## config.mk

```make
export PLATFORM = sky130hd
export DESIGN_NAME = mem_bus_ctrl
export DESIGN_NICKNAME = d
export VERILOG_FILES = /design/src/rtl/mem_bus_pkg.sv /design/src/rtl/mem_bus_ctrl_wait_timer.sv /design/src/rtl/mem_bus_ctrl.sv
export SDC_FILE = /design/constraint.sdc
export NUM_CORES = 1
export LEC_CHECK = 0
export ABC_AREA = 1
export CORE_MARGIN = 3
export CORE_UTILIZATION = 45
export CTS_CLUSTER_DIAMETER = 30
export DETAILED_ROUTE_END_ITERATION = 6
export PLACE_DENSITY_LB_ADDON = 0.15
export SYNTH_ARGS = -nofsm -noshare
export SYNTH_HDL_FRONTEND = slang
export SYNTH_SLANG_ARGS = --single-unit
```

## constraint.sdc

```tcl
create_clock -name cpu_clk -period 2.27 [get_ports cpu_clk]
set_clock_uncertainty 0.05 [all_clocks]
set_input_delay 0.227 -clock cpu_clk [delete_from_list [all_inputs] [get_ports cpu_clk]]
set_output_delay 0.227 -clock cpu_clk [all_outputs]
set_load 0.02 [all_outputs]
```

## src/rtl/mem_bus_pkg.sv

```systemverilog
// ---------------------------------------------------------------------------
// mem_bus_pkg
// Shared types and constants for the external memory bus controller
// (mem_bus_ctrl) and its wait_timer helper.
//   bus_state_t  : controller FSM states (IDLE, SETUP, ACCESS, HOLD)
//   bus_req_t    : latched request (addr, we, wdata)
//   BUS_ERR_DATA : read byte returned when an access is aborted on timeout
//   cnt_width()  : width needed for a down-counter loaded with a given value
// ---------------------------------------------------------------------------
package mem_bus_pkg;

  // Widest bus address the request struct can carry; mem_bus_ctrl ADDR_W
  // must not exceed this.
  localparam int BUS_ADDR_W = 16;

  // Read data substituted when a bus cycle is aborted by the timeout.
  localparam logic [7:0] BUS_ERR_DATA = 8'hFF;

  typedef enum logic [1:0] {
    IDLE   = 2'd0,
    SETUP  = 2'd1,
    ACCESS = 2'd2,
    HOLD   = 2'd3
  } bus_state_t;

  typedef struct packed {
    logic [BUS_ADDR_W-1:0] addr;
    logic                  we;
    logic [7:0]            wdata;
  } bus_req_t;

  // Bits needed to hold values 0..max_val, never less than one bit so that
  // a zero load value still produces a legal vector.
  function automatic int cnt_width(input int max_val);
    return (max_val < 2) ? 1 : $clog2(max_val + 1);
  endfunction

endpackage : mem_bus_pkg

```

## src/rtl/mem_bus_ctrl_wait_timer.sv

```systemverilog
// ---------------------------------------------------------------------------
// wait_timer
// Loadable down-counter that saturates at zero and flags when it is empty.
// Used by mem_bus_ctrl for strobe wait states and, optionally, the
// bus_ready timeout.
//   clk_i      : clock, rising edge
//   srst_i     : synchronous active-high reset (count -> 0)
//   load_i     : load load_val_i this cycle (takes priority over dec_i)
//   load_val_i : value to load
//   dec_i      : decrement by one, holding at zero
//   zero_o     : count is zero (decoded from the count register)
// ---------------------------------------------------------------------------
module wait_timer #(
  parameter int WIDTH = 2
) (
  input  logic             clk_i,
  input  logic             srst_i,
  input  logic             load_i,
  input  logic [WIDTH-1:0] load_val_i,
  input  logic             dec_i,
  output logic             zero_o
);

  logic [WIDTH-1:0] count_q;
  logic [WIDTH-1:0] count_d;

  always_comb begin
    count_d = count_q;
    if (load_i) begin
      count_d = load_val_i;
    end else if (dec_i && (count_q != '0)) begin
      count_d = count_q - 1'b1;
    end
  end

  always_ff @(posedge clk_i) begin
    if (srst_i) begin
      count_q <= '0;
    end else begin
      count_q <= count_d;
    end
  end

  assign zero_o = (count_q == '0);

endmodule : wait_timer

```

## src/rtl/mem_bus_ctrl.sv

```systemverilog
// ---------------------------------------------------------------------------
// mem_bus_ctrl
// Byte-wide external memory bus controller sitting directly upstream of the
// MAU. One request at a time is turned into an asynchronous-SRAM style bus
// cycle: SETUP (1 cycle) -> ACCESS (strobe, >= WAIT_CYCLES+1 cycles, extended
// while bus_ready is low) -> HOLD (1 cycle, mem_res pulse) -> IDLE.
//
// Optional feature (compile-time macro MEM_BUS_TIMEOUT_EN):
//   defined   : ACCESS is aborted after TIMEOUT_CYCLES consecutive cycles of
//               bus_ready low; reads return BUS_ERR_DATA and bus_err pulses
//               with mem_res.
//   undefined : ACCESS waits for bus_ready indefinitely; bus_err is tied 0.
//
// Ports
//   cpu_clk, cpu_rst : clock (rising edge), synchronous active-high reset
//   req_valid/req_ready : request handshake; accepted when both are high
//   req_we, req_addr, req_wdata : request direction, byte address, write byte
//   mem_res          : one-cycle completion pulse to the MAU
//   rd_data          : last completed read byte
//   bus_err          : completion was a timeout abort
//   bus_addr, bus_cs_n, bus_oe_n, bus_we_n : bus address and strobes
//   bus_wdata, bus_wdata_en : write data and its tristate drive enable
//   bus_rdata, bus_ready    : read data and device ready from the bus
//
// Every output is either a register or decoded from registers only, so no
// input reaches an output combinationally.
// ---------------------------------------------------------------------------
module mem_bus_ctrl
  import mem_bus_pkg::*;
#(
  parameter int ADDR_W         = 16,
  parameter int WAIT_CYCLES    = 2,
  parameter int TIMEOUT_CYCLES = 255
) (
  input  logic              cpu_clk,
  input  logic              cpu_rst,
  input  logic              req_valid,
  input  logic              req_we,
  input  logic [ADDR_W-1:0] req_addr,
  input  logic [7:0]        req_wdata,
  output logic              req_ready,
  output logic              mem_res,
  output logic [7:0]        rd_data,
  output logic              bus_err,
  output logic [ADDR_W-1:0] bus_addr,
  output logic              bus_cs_n,
  output logic              bus_oe_n,
  output logic              bus_we_n,
  output logic [7:0]        bus_wdata,
  output logic              bus_wdata_en,
  input  logic [7:0]        bus_rdata,
  input  logic              bus_ready
);

  localparam int                WAIT_W    = cnt_width(WAIT_CYCLES);
  localparam logic [WAIT_W-1:0] WAIT_LOAD = WAIT_W'(WAIT_CYCLES);

  bus_state_t state_q;
  bus_state_t state_d;
  bus_req_t   req_q;
  bus_req_t   req_d;
  logic [7:0] rd_data_q;
  logic [7:0] rd_data_d;

  logic accept;
  logic wait_load;
  logic wait_dec;
  logic wait_zero;
  logic access_done;
  logic timeout_hit;

  // -------------------------------------------------------------------------
  // FSM: state register
  // -------------------------------------------------------------------------
  always_ff @(posedge cpu_clk) begin
    if (cpu_rst) begin
      state_q <= IDLE;
    end else begin
      state_q <= state_d;
    end
  end

  // -------------------------------------------------------------------------
  // FSM: next state and per-state control strobes
  // -------------------------------------------------------------------------
  always_comb begin
    state_d     = state_q;
    accept      = 1'b0;
    wait_load   = 1'b0;
    wait_dec    = 1'b0;
    access_done = 1'b0;
    unique case (state_q)
      IDLE: begin
        // req_valid is only looked at here; elsewhere it is ignored.
        if (req_valid) begin
          accept  = 1'b1;
          state_d = SETUP;
        end
      end
      SETUP: begin
        wait_load = 1'b1;
        state_d   = ACCESS;
      end
      ACCESS: begin
        wait_dec = 1'b1;
        // The wait counter enforces the minimum strobe width; bus_ready can
        // only stretch it. A timeout abort overrides both.
        if (timeout_hit || (wait_zero && bus_ready)) begin
          access_done = 1'b1;
          state_d     = HOLD;
        end
      end
      HOLD: begin
        state_d = IDLE;
      end
      default: begin
        state_d = IDLE;
      end
    endcase
  end

  // -------------------------------------------------------------------------
  // Wait-state counter: loaded in SETUP, counts down through ACCESS.
  // -------------------------------------------------------------------------
  wait_timer #(
    .WIDTH (WAIT_W)
  ) u_wait_timer (
    .clk_i      (cpu_clk),
    .srst_i     (cpu_rst),
    .load_i     (wait_load),
    .load_val_i (WAIT_LOAD),
    .dec_i      (wait_dec),
    .zero_o     (wait_zero)
  );

  // -------------------------------------------------------------------------
  // Optional bus_ready timeout
  // -------------------------------------------------------------------------
`ifdef MEM_BUS_TIMEOUT_EN
  // The counter holds the number of further ready-low cycles tolerated, so
  // it is loaded with TIMEOUT_CYCLES-1 and the abort fires in the cycle it
  // reads zero with bus_ready still low: that is the TIMEOUT_CYCLES-th
  // consecutive ready-low ACCESS cycle.
  localparam int                TO_LOAD_VAL = (TIMEOUT_CYCLES > 1) ? TIMEOUT_CYCLES - 1 : 0;
  localparam int                TO_W        = cnt_width(TO_LOAD_VAL);
  localparam logic [TO_W-1:0]   TO_LOAD     = TO_W'(TO_LOAD_VAL);

  logic to_load;
  logic to_dec;
  logic to_zero;
  logic err_q;
  logic err_d;

  // A ready-high cycle in ACCESS restarts the count.
  assign to_load = (state_q == SETUP) || ((state_q == ACCESS) && bus_ready);
  assign to_dec  = (state_q == ACCESS) && !bus_ready;

  wait_timer #(
    .WIDTH (TO_W)
  ) u_timeout_timer (
    .clk_i      (cpu_clk),
    .srst_i     (cpu_rst),
    .load_i     (to_load),
    .load_val_i (TO_LOAD),
    .dec_i      (to_dec),
    .zero_o     (to_zero)
  );

  assign timeout_hit = (state_q == ACCESS) && !bus_ready && to_zero;

  // Remember whether the access that just ended was an abort, so bus_err
  // can be decoded alongside mem_res in HOLD.
  always_comb begin
    err_d = err_q;
    if (access_done) begin
      err_d = timeout_hit;
    end
  end

  always_ff @(posedge cpu_clk) begin
    if (cpu_rst) begin
      err_q <= 1'b0;
    end else begin
      err_q <= err_d;
    end
  end

  assign bus_err = (state_q == HOLD) && err_q;
`else
  assign timeout_hit = 1'b0;
  assign bus_err     = 1'b0;
`endif

  // -------------------------------------------------------------------------
  // Request latch and read data register
  // -------------------------------------------------------------------------
  always_comb begin
    req_d = req_q;
    if (accept) begin
      req_d = '{addr: BUS_ADDR_W'(req_addr), we: req_we, wdata: req_wdata};
    end
  end

  // Read data is captured only on the edge that leaves ACCESS, never while
  // the device is still inserting wait states.
  always_comb begin
    rd_data_d = rd_data_q;
    if (access_done && !req_q.we) begin
      rd_data_d = timeout_hit ? BUS_ERR_DATA : bus_rdata;
    end
  end

  always_ff @(posedge cpu_clk) begin
    if (cpu_rst) begin
      req_q     <= '0;
      rd_data_q <= 8'h00;
    end else begin
      req_q     <= req_d;
      rd_data_q <= rd_data_d;
    end
  end

  // -------------------------------------------------------------------------
  // Outputs, decoded from registers only
  // -------------------------------------------------------------------------
  // CS, address, write data and its enable are held from SETUP through
  // HOLD; the strobes are confined to ACCESS so they open and close inside
  // the chip-select window. A read never enables the write-data driver, and
  // oe/we depend on the latched direction so they can never overlap.
  assign req_ready    = (state_q == IDLE);
  assign mem_res      = (state_q == HOLD);
  assign rd_data      = rd_data_q;
  assign bus_addr     = ADDR_W'(req_q.addr);
  assign bus_wdata    = req_q.wdata;
  assign bus_cs_n     = (state_q == IDLE);
  assign bus_oe_n     = !((state_q == ACCESS) && !req_q.we);
  assign bus_we_n     = !((state_q == ACCESS) && req_q.we);
  assign bus_wdata_en = (state_q != IDLE) && req_q.we;

endmodule : mem_bus_ctrl

```

* Word level (Yosys, flattened, before mapping) *
Cells that the tools add are included.

word-level totals
  word-level logic and storage cells = 40
  register bits after elaboration = 37

operators by class
  multiplexer cells = 11
  add/sub/neg operators = 1
  eq/ne operators = 5
  reductions and logical operators = 16

operators by type and width
  kind                                                  count
  2-to-1 mux 2 bit                                      4
  one-hot mux 2 bit (4 select lines)                    1
  logical AND 1 bit                                     6
  2-to-1 mux 1 bit                                      6
  nonzero test 2 bit                                    3
  equality test 2 bit (second input constant)           2
  logical NOT 2 bit                                     2
  inequality test 2 bit (second input constant)         2
  logical NOT 1 bit                                     3
  equality test 2 x 1 -> 1 bit (second input constant)  1
  AND reduction 2 bit                                   1
  OR reduction 2 bit                                    1
  subtractor 2 x 1 -> 2 bit (second input constant)     1

* Logic depth before layout (Yosys ltp) *
Gate-level depths: netlist of the first run.

  word-level depth = 5
  mapped depth = 8

* By module *
Synthesis of the first run repeated with hierarchy kept, for this count alone.

unflattened totals
  cells, all modules = 239
  area, all modules = 1775.5 um^2

by module, submodules not included
  module        cells an instance  seq. area each (um^2)  area an instance (um^2)  times used
  mem_bus_ctrl  214                700.7                  1635.3                   1
  wait_timer    25                 40.0                   140.1                    1

* Worst setup path before layout of the first run *
Ideal clock, no wire load.

  kind = register to register
  start point = register state_q[0]
  end point = register req_q, in the netlist bus_addr[4]
  path slack = 827 ps
  data arrival time = 1277 ps
  data required time = 2104 ps
  stages on the path, launching flop included = 7
  buffers on the path = 1
  cells stage by stage = dfxtp_1 -> inv_1 -> ha_1 -> nand2_4 -> buf_6 -> o21ai_0 -> nor2_1

on the way
  word-level cells in the longest chain between the ends = 2

RTL lines
  item                      RTL line             source
  start: declaration        mem_bus_ctrl.sv:58   bus_state_t state_q;
  start signal: assignment  mem_bus_ctrl.sv:79   state_q <= state_d;
  logical NOT 2 bit         -
  via bus_cs_n              mem_bus_ctrl.sv:46   output logic bus_cs_n,
  2-to-1 mux 1 bit          mem_bus_ctrl.sv:92   unique case (state_q)
  end signal: assignment    mem_bus_ctrl.sv:218  req_q <= req_d;
  end: declaration          mem_bus_ctrl.sv:60   bus_req_t req_q;

The timed path passes the listed nets, and every way through them passes these cells.
A chain may end at the register's enable or synchronous reset.

* Worst setup path after layout of the first run *
  start point = register state_q[0]
  end point = output bus_oe_n

on the way
  word-level cells in the longest chain between the ends = 3

RTL lines
  item                 RTL line             source
  equality test 2 bit  mem_bus_ctrl.sv:236  assign bus_oe_n = !((state_q == ACCESS) && !req_q.we);
  logical AND 1 bit    mem_bus_ctrl.sv:236
  logical NOT 1 bit    mem_bus_ctrl.sv:236
  end: declaration     mem_bus_ctrl.sv:47   output logic bus_oe_n,

No other way between the ends.

==> metrics.md, run 1 <==
| Metric | Value |
|---|---|
| Share of layout cells above drive strength 1 | under 10% |
| NetSw | 993 uW |
| Post-DP HPWL | around 2500 um |
| Die Span Y | around 68 um |
| Worst hold path class | flop to flop |
| Synthesized area | between 0.0015 and 0.002 mm2 |
| #FFs+latches synth | 37 |
| Vias in the first global route | 1,358 |
| Synth warn | 0 |
| Mean post-synth cell area | 7.52 um2 |
| Iter 0 DRT Violations | approximately 90 |
| Post-Syn Nets | 274 |
| Clk slew on worst S/H paths | 0.07 ns |
| Total CTS buffers | 5 |
| Setup-failing EPs final | 0 |
| IO buf count | 74 |
| Setup_tns | 0 ns |
| VDD IR max | 0.000779 V |
| CORE AREA | about 0.0035 mm2 |
| Final hold vios | 0 |
| Clock root cell | clkbuf_8 |
| Vias | approximately 1,500 |
| Placement row count | 21 |
| Power Internal | 1.67 mW |
| Per-cell routed wire length | between 10 and 15 um |
| CTS tree | done |
| CP max-delay cell | clkdlybuf4s50_1 |
| Worst path cell trace | inv_1 -> ha_1 -> nand2_2 -> clkdlybuf4s50_1 |
| Reg power frac | between 30% and 40% |
| Total power | 2.66 mW |
| Slowest stage delay, CP | 0.61 ns |
| Sw frac | 37.4% |
| DR vias/cell | between 4 and 5 |
| CP Class | flop to output port |
| Diodes inserted | 0 |
| CP top delay family | buffers and inverters |
| Largest net degree at the start of global routing | 38 |
| CTS Buffer Depth | 2 |
| Clk sinks | 37 |
| Max Cap Viol | 0 |
| Pwr/cell area | 1110 mW/mm2 |
| Total Routing Usage GR | 17.8% |
| GPL Wtd Cong | 0.831 |
| Critical Path RT | 1.99 ns |
| Clock network power share | 20.1% |
| Resize count post-CTS | 0 |
| Crit path buf inv count | 2 |
| Post-CTS Setup Inserts | 0 |
| Die ar. | 0.00464 mm2 |
| Layout area overhead | 37.4% |
| Worst skew pair latency | 0.28 ns |
| DRC errors left | 0 |
| Register area share after synthesis | 42.7% |
| Final Routed Wirelength | 3680 um |
| Combinational share of power | a little under half |
| WP depth | 4 |
| CTS Hold Bufs | 0 |
| Global route overflow | 0 |
| Outcome | finished, final reports clean |
| Max frequency | 486 MHz |
| Die width | between 60 and 70 um |
| Crit end category | output port |
| Unrepaired setup endpoints after global routing | no |
| Syn Inst Count | 231 |
| R2r worst-path depth | 6 |
| Initial antenna violation count | 0 |
| Finished Core Util | 67.8% |
| Period utilization | 90.7% |
| Post-route ant nets | 0 |
| Nets@finish | 322 |
| H-tree depth | 2 |
| I/O Pins | 76 |
| Post-layout min period | a little over 2 ns |
| Crit-path max FO | 6 |
| First-pass GRT wire length | 6100 um |
| CP arrival | 1.78 ns |
| Cell depth of the worst min-delay path | 2 |
| Startpoint Class | flop |
| Drt first pass iters | 4 |
| Yosys cell types | 21 |
| P_leak | 1.01 nW |
| Slew Viols, Final | 0 |
| Starting Density | 49.3% |
-- final timing paths --
kind | start | slack [ns] | end
max reg2reg | state_q[0]$_SDFFE_PP0P_ | 0.74 | bus_addr[6]$_SDFFE_PP0P_
min | rd_data[3]$_SDFFE_PP0P_ | 0.43 | rd_data[3]$_SDFFE_PP0P_
max | state_q[0]$_SDFFE_PP0P_ | 0.21 | bus_oe_n
min reg2reg | rd_data[3]$_SDFFE_PP0P_ | 0.43 | rd_data[3]$_SDFFE_PP0P_
-- power by group through the flow --
stage	registers [mW]	logic [mW]	clock network (mW)
finish	0.908	1.22	0.533
global route	0.930	1.35	0.585
CTS	0.909	1.23	0.555
detailed placement	0.923	1.22	0
global placement	0.914	1.20	0
floorplan	0.938	0.909	0
-- layer usage --
layer	track usage [%]	part of all wire [%]	up-vias
li1	-	-	777
met1	20.1	40	634
met2	29.4	48	56
met3	8.37	11	6
met4	5.96	1.3	0
met5	0	0	-
-- Yosys cell counts --
cell type	n	area [um2]
o21ai_1	7	35.0
ha_1	6	75.1
buf_6	4	45.0
nand2_1	19	71.3
nor2_1	65	244
buf_2	1	5.00
clkinv_2	1	5.00
nand2_4	1	11.3
dfxtp_1	37	741
nand2_2	1	6.26
clkbuf_1	2	7.51
nand3_1	12	60.1
inv_6	1	8.76
conb_1	1	3.75
inv_1	20	75.1
o21ai_0	19	95.1
nor2_2	1	6.26
buf_4	26	195
nor2_4	2	22.5
a21oi_1	4	20.0
inv_2	1	3.75
-- layout by cell type, fill, tap and decap left out, types with 5 or more instances in the layout --
master and n:
clkbuf_8 5, clkdlybuf4s50_1 74, dfxtp_1 37, ha_1 6
inv_1 20, nand2_1 19, nand3_1 12, nor2_1 65
o21ai_0 19, o21ai_1 7
-- kinds of logic after synthesis --
kind of cell	synth area share, %
compound gates	8.65
fa+ha+maj	4.32
buf+inv	19.9
flops	42.7
other cells	0.216
simple gates	24.3
-- area by class of cell --
type                    instances  area [um2]
flip-flops and latches         37         741
clock buffers                   5        68.8
well taps                      46        57.6
repair buffers                 74         741
fillers                       336        1130
inverters                      23        92.6
clock inverters                 2        35.0
multi-input cells             138         651
-- worst reg2reg max path, stage by stage, from the launching register on --
cell and delay (ns):
dfxtp_1 0.34, inv_1 0.12, ha_1 0.31, nand2_4 0.23, inv_6 0.25, nor2_1 0.06, nor2_1 0.11
-- flip-flops by register name, indices dropped and copies added, names as in the netlist --
register / count
u_wait_timer.count_q: 2
bus_addr: 16
state_q: 2
bus_wdata: 8
rd_data: 8
req_q: 1
-- per-stage QoR --
| stage | std cells | setup slack (ns) | hold WS [ns] | instance area [um2] |
|---|---|---|---|---|
| global route | 325 | 0.119 | 0.454 | 2390 |
| finish | 325 | 0.211 | 0.432 | 2390 |
| floorplan | 231 | 0.827 | 0.323 | 1740 |
| detailed placement | 318 | 0.521 | 0.418 | 2280 |
| global placement | 318 | 0.561 | 0.397 | 2280 |
| CTS | 325 | 0.197 | 0.427 | 2390 |
Power figures use the tool's default switching activity.
==> run 2, diff against run 1 <==
--- a/config.mk
+++ b/config.mk
@@ -6,11 +6,12 @@
 export NUM_CORES = 1
 export LEC_CHECK = 0
 export ABC_AREA = 1
-export CORE_MARGIN = 3
 export CORE_UTILIZATION = 45
 export CTS_CLUSTER_DIAMETER = 30
 export DETAILED_ROUTE_END_ITERATION = 6
+export MAX_ROUTING_LAYER = met4
 export PLACE_DENSITY_LB_ADDON = 0.15
 export SYNTH_ARGS = -nofsm -noshare
 export SYNTH_HDL_FRONTEND = slang
 export SYNTH_SLANG_ARGS = --single-unit
+export TNS_END_PERCENT = 100
==> metrics.md, run 2 (synthesized netlist as in run 1, its figures left out) <==
| Metric | Value |
|---|---|
| Placement row count | 22 (was 21) |
| I/O Pins | 76 (unchanged) |
| Outcome | finished, final reports clean (unchanged) |
| CTS Buffer Depth | 2 (unchanged) |
| Global route overflow | 0 (unchanged) |
| Setup-failing EPs final | 0 (unchanged) |
| Die Span Y | 64.1 um (was 68.1 um) |
| P_leak | 1.00 nW (was 1.01 nW) |
| Post-route ant nets | 0 (unchanged) |
| Setup_tns | 0 ns (unchanged) |
| Non-filler cells, final | 327 (was 325) |
| Pwr/cell area | 1070 mW/mm2 (was 1110 mW/mm2) |
| Max frequency | 488 MHz (was 486 MHz) |
| Clock root cell | clkbuf_8 (unchanged) |
| Post-layout min period | 2.05 ns (was 2.06 ns) |
| Worst skew pair latency | 0.28 ns (about the same) |
| Resize count post-CTS | 0 (unchanged) |
| Critical Path RT | 1.99 ns (about the same) |
| DRC errors left | 0 (unchanged) |
| Final Routed Wirelength | 3250 um (was 3680 um) |
| Post-CTS Setup Inserts | 0 (unchanged) |
| Commonest non-fill, non-tap cell in the layout | clkdlybuf4s50_1 (unchanged) |
| Total CTS buffers | 5 (unchanged) |
| Die ar. | 0.00411 mm2 (was 0.00464 mm2) |
| VDD IR max | 0.000643 V (was 0.000779 V) |
| FILL cells | 357 (was 336) |
| CTS Hold Bufs | 0 (unchanged) |
| Max Cap Viol | 0 (unchanged) |
| Iter 0 DRT Violations | 64 (was 88) |
| Final hold vios | 0 (unchanged) |
| Unrepaired setup endpoints after global routing | no (unchanged) |
| Commonest cells after routing, fill and taps aside | clkdlybuf4s50_1, nor2_1, dfxtp_1 (unchanged) |
| CP arrival | 1.77 ns (was 1.78 ns) |
| Crit-path max FO | 6 (unchanged) |
| Slew Viols, Final | 0 (unchanged) |
| Per-cell routed wire length | 9.92 um (was 11.3 um) |
| Share of layout cells above drive strength 1 | 5.02% (was 5.38%) |
| Clk slew on worst S/H paths | 0.07 ns (about the same) |
| Layout area overhead | 36.5% (was 37.4%) |
| Die width | 64.1 um (was 68.1 um) |
| CP Class | flop to output port (unchanged) |
| DR vias/cell | 4.41 (was 4.53) |
| Period utilization | 90.2% (was 90.7%) |
| CORE AREA | 0.00369 mm2 (was 0.00352 mm2) |
| Worst hold path class | flop to flop (unchanged) |
| Starting Density | 47.1% (was 49.3%) |
| Max FFs per register | 16 (unchanged) |
| GPL Wtd Cong | 0.731 (was 0.831) |
| CTS tree | done (unchanged) |
| Initial antenna violation count | 0 (unchanged) |
| Post-DP HPWL | 2300 um (was 2550 um) |
| Largest net degree at the start of global routing | 38 (unchanged) |
| Hold WS | 0.421 ns (was 0.432 ns) |
| IO buf count | 74 (unchanged) |
| Vias in the first global route | 1,242 (was 1,358) |
| Drt first pass iters | 4 (unchanged) |
| Diodes inserted | 0 (unchanged) |
| Clk sinks | 37 (unchanged) |
| Startpoint Class | flop (unchanged) |
| First-pass GRT wire length | 5450 um (was 6100 um) |
| DP Cell Count | 320 (was 318) |
| Nets@finish | 322 (unchanged) |
| H-tree depth | 2 (unchanged) |
| Vias | 1,441 (was 1,473) |
| Total Routing Usage GR | 17.7% (was 17.8%) |
| Crit end category | output port (unchanged) |
[run 2: cell types whose count changed in the layout (fill, tap and decap cells not counted)]
cell | before | now
clkbuf_1 | 0 | 1
clkbuf_8 | 5 | 6
bufinv_16 | 1 | 0
clkinv_2 | 2 | 1
[run 2: layout make-up]
type / count / area, um2 / area share (%)
repair buffers: 74 / 741 / 31.2
clock buffers: 7 / 86.3 / 3.64
flip-flops and latches: 37 / 741 / 31.2
well taps: 48 / 60.1 / 2.53
inverters: 23 / 92.6 / 3.91
multi-input cells: 138 / 651 / 27.4
[run 2: power by group]
part           internal [mW]  switching [mW]  leakage [nW]
sequential             0.817          0.0893         0.305
clock                  0.241           0.206        0.0443
combinational          0.527           0.665         0.651
total                   1.58           0.960          1.00
[run 2: per-layer routing]
metal  vias to the layer above  track usage (%)  wire length (um)
met5                         -                -                 0
met1                       606             21.0              1570
met2                        55             27.0              1350
met3                         5             7.50               281
met4                         0             5.83                41
li1                        775                -                 -
[run 2: path summary, 6_finish.rpt]
path                                        start  slack (ns)                                   end  cells past startpoint
max                       state_q[0]$_SDFFE_PP0P_        0.22                          bus_wdata_en                      4
min          u_wait_timer.count_q[0]$_SDFFE_PP0P_        0.42  u_wait_timer.count_q[0]$_SDFFE_PP0P_                      2
max reg2reg               state_q[0]$_SDFFE_PP0P_        0.74             bus_wdata[3]$_SDFFE_PP0P_                      6
min reg2reg  u_wait_timer.count_q[0]$_SDFFE_PP0P_        0.42  u_wait_timer.count_q[0]$_SDFFE_PP0P_                      2
[run 2: through the flow]
step	instance area (um2)	utilization, %	worst slack, ns	power [mW]
detailed placement	2280	61.9	0.523	2.13
global placement	2280	61.9	0.562	2.11
global route	2370	64.3	0.127	2.75
finish	2370	64.3	0.222	2.55
CTS	2370	64.3	0.209	2.58
floorplan	1740	-	0.827	1.85
[run 2: critical path, stage by stage (launching register included)]
cell and delay (ns):
dfxtp_1 0.36, inv_1 0.10, ha_1 0.30, nor2_1 0.13, clkdlybuf4s50_1 0.61
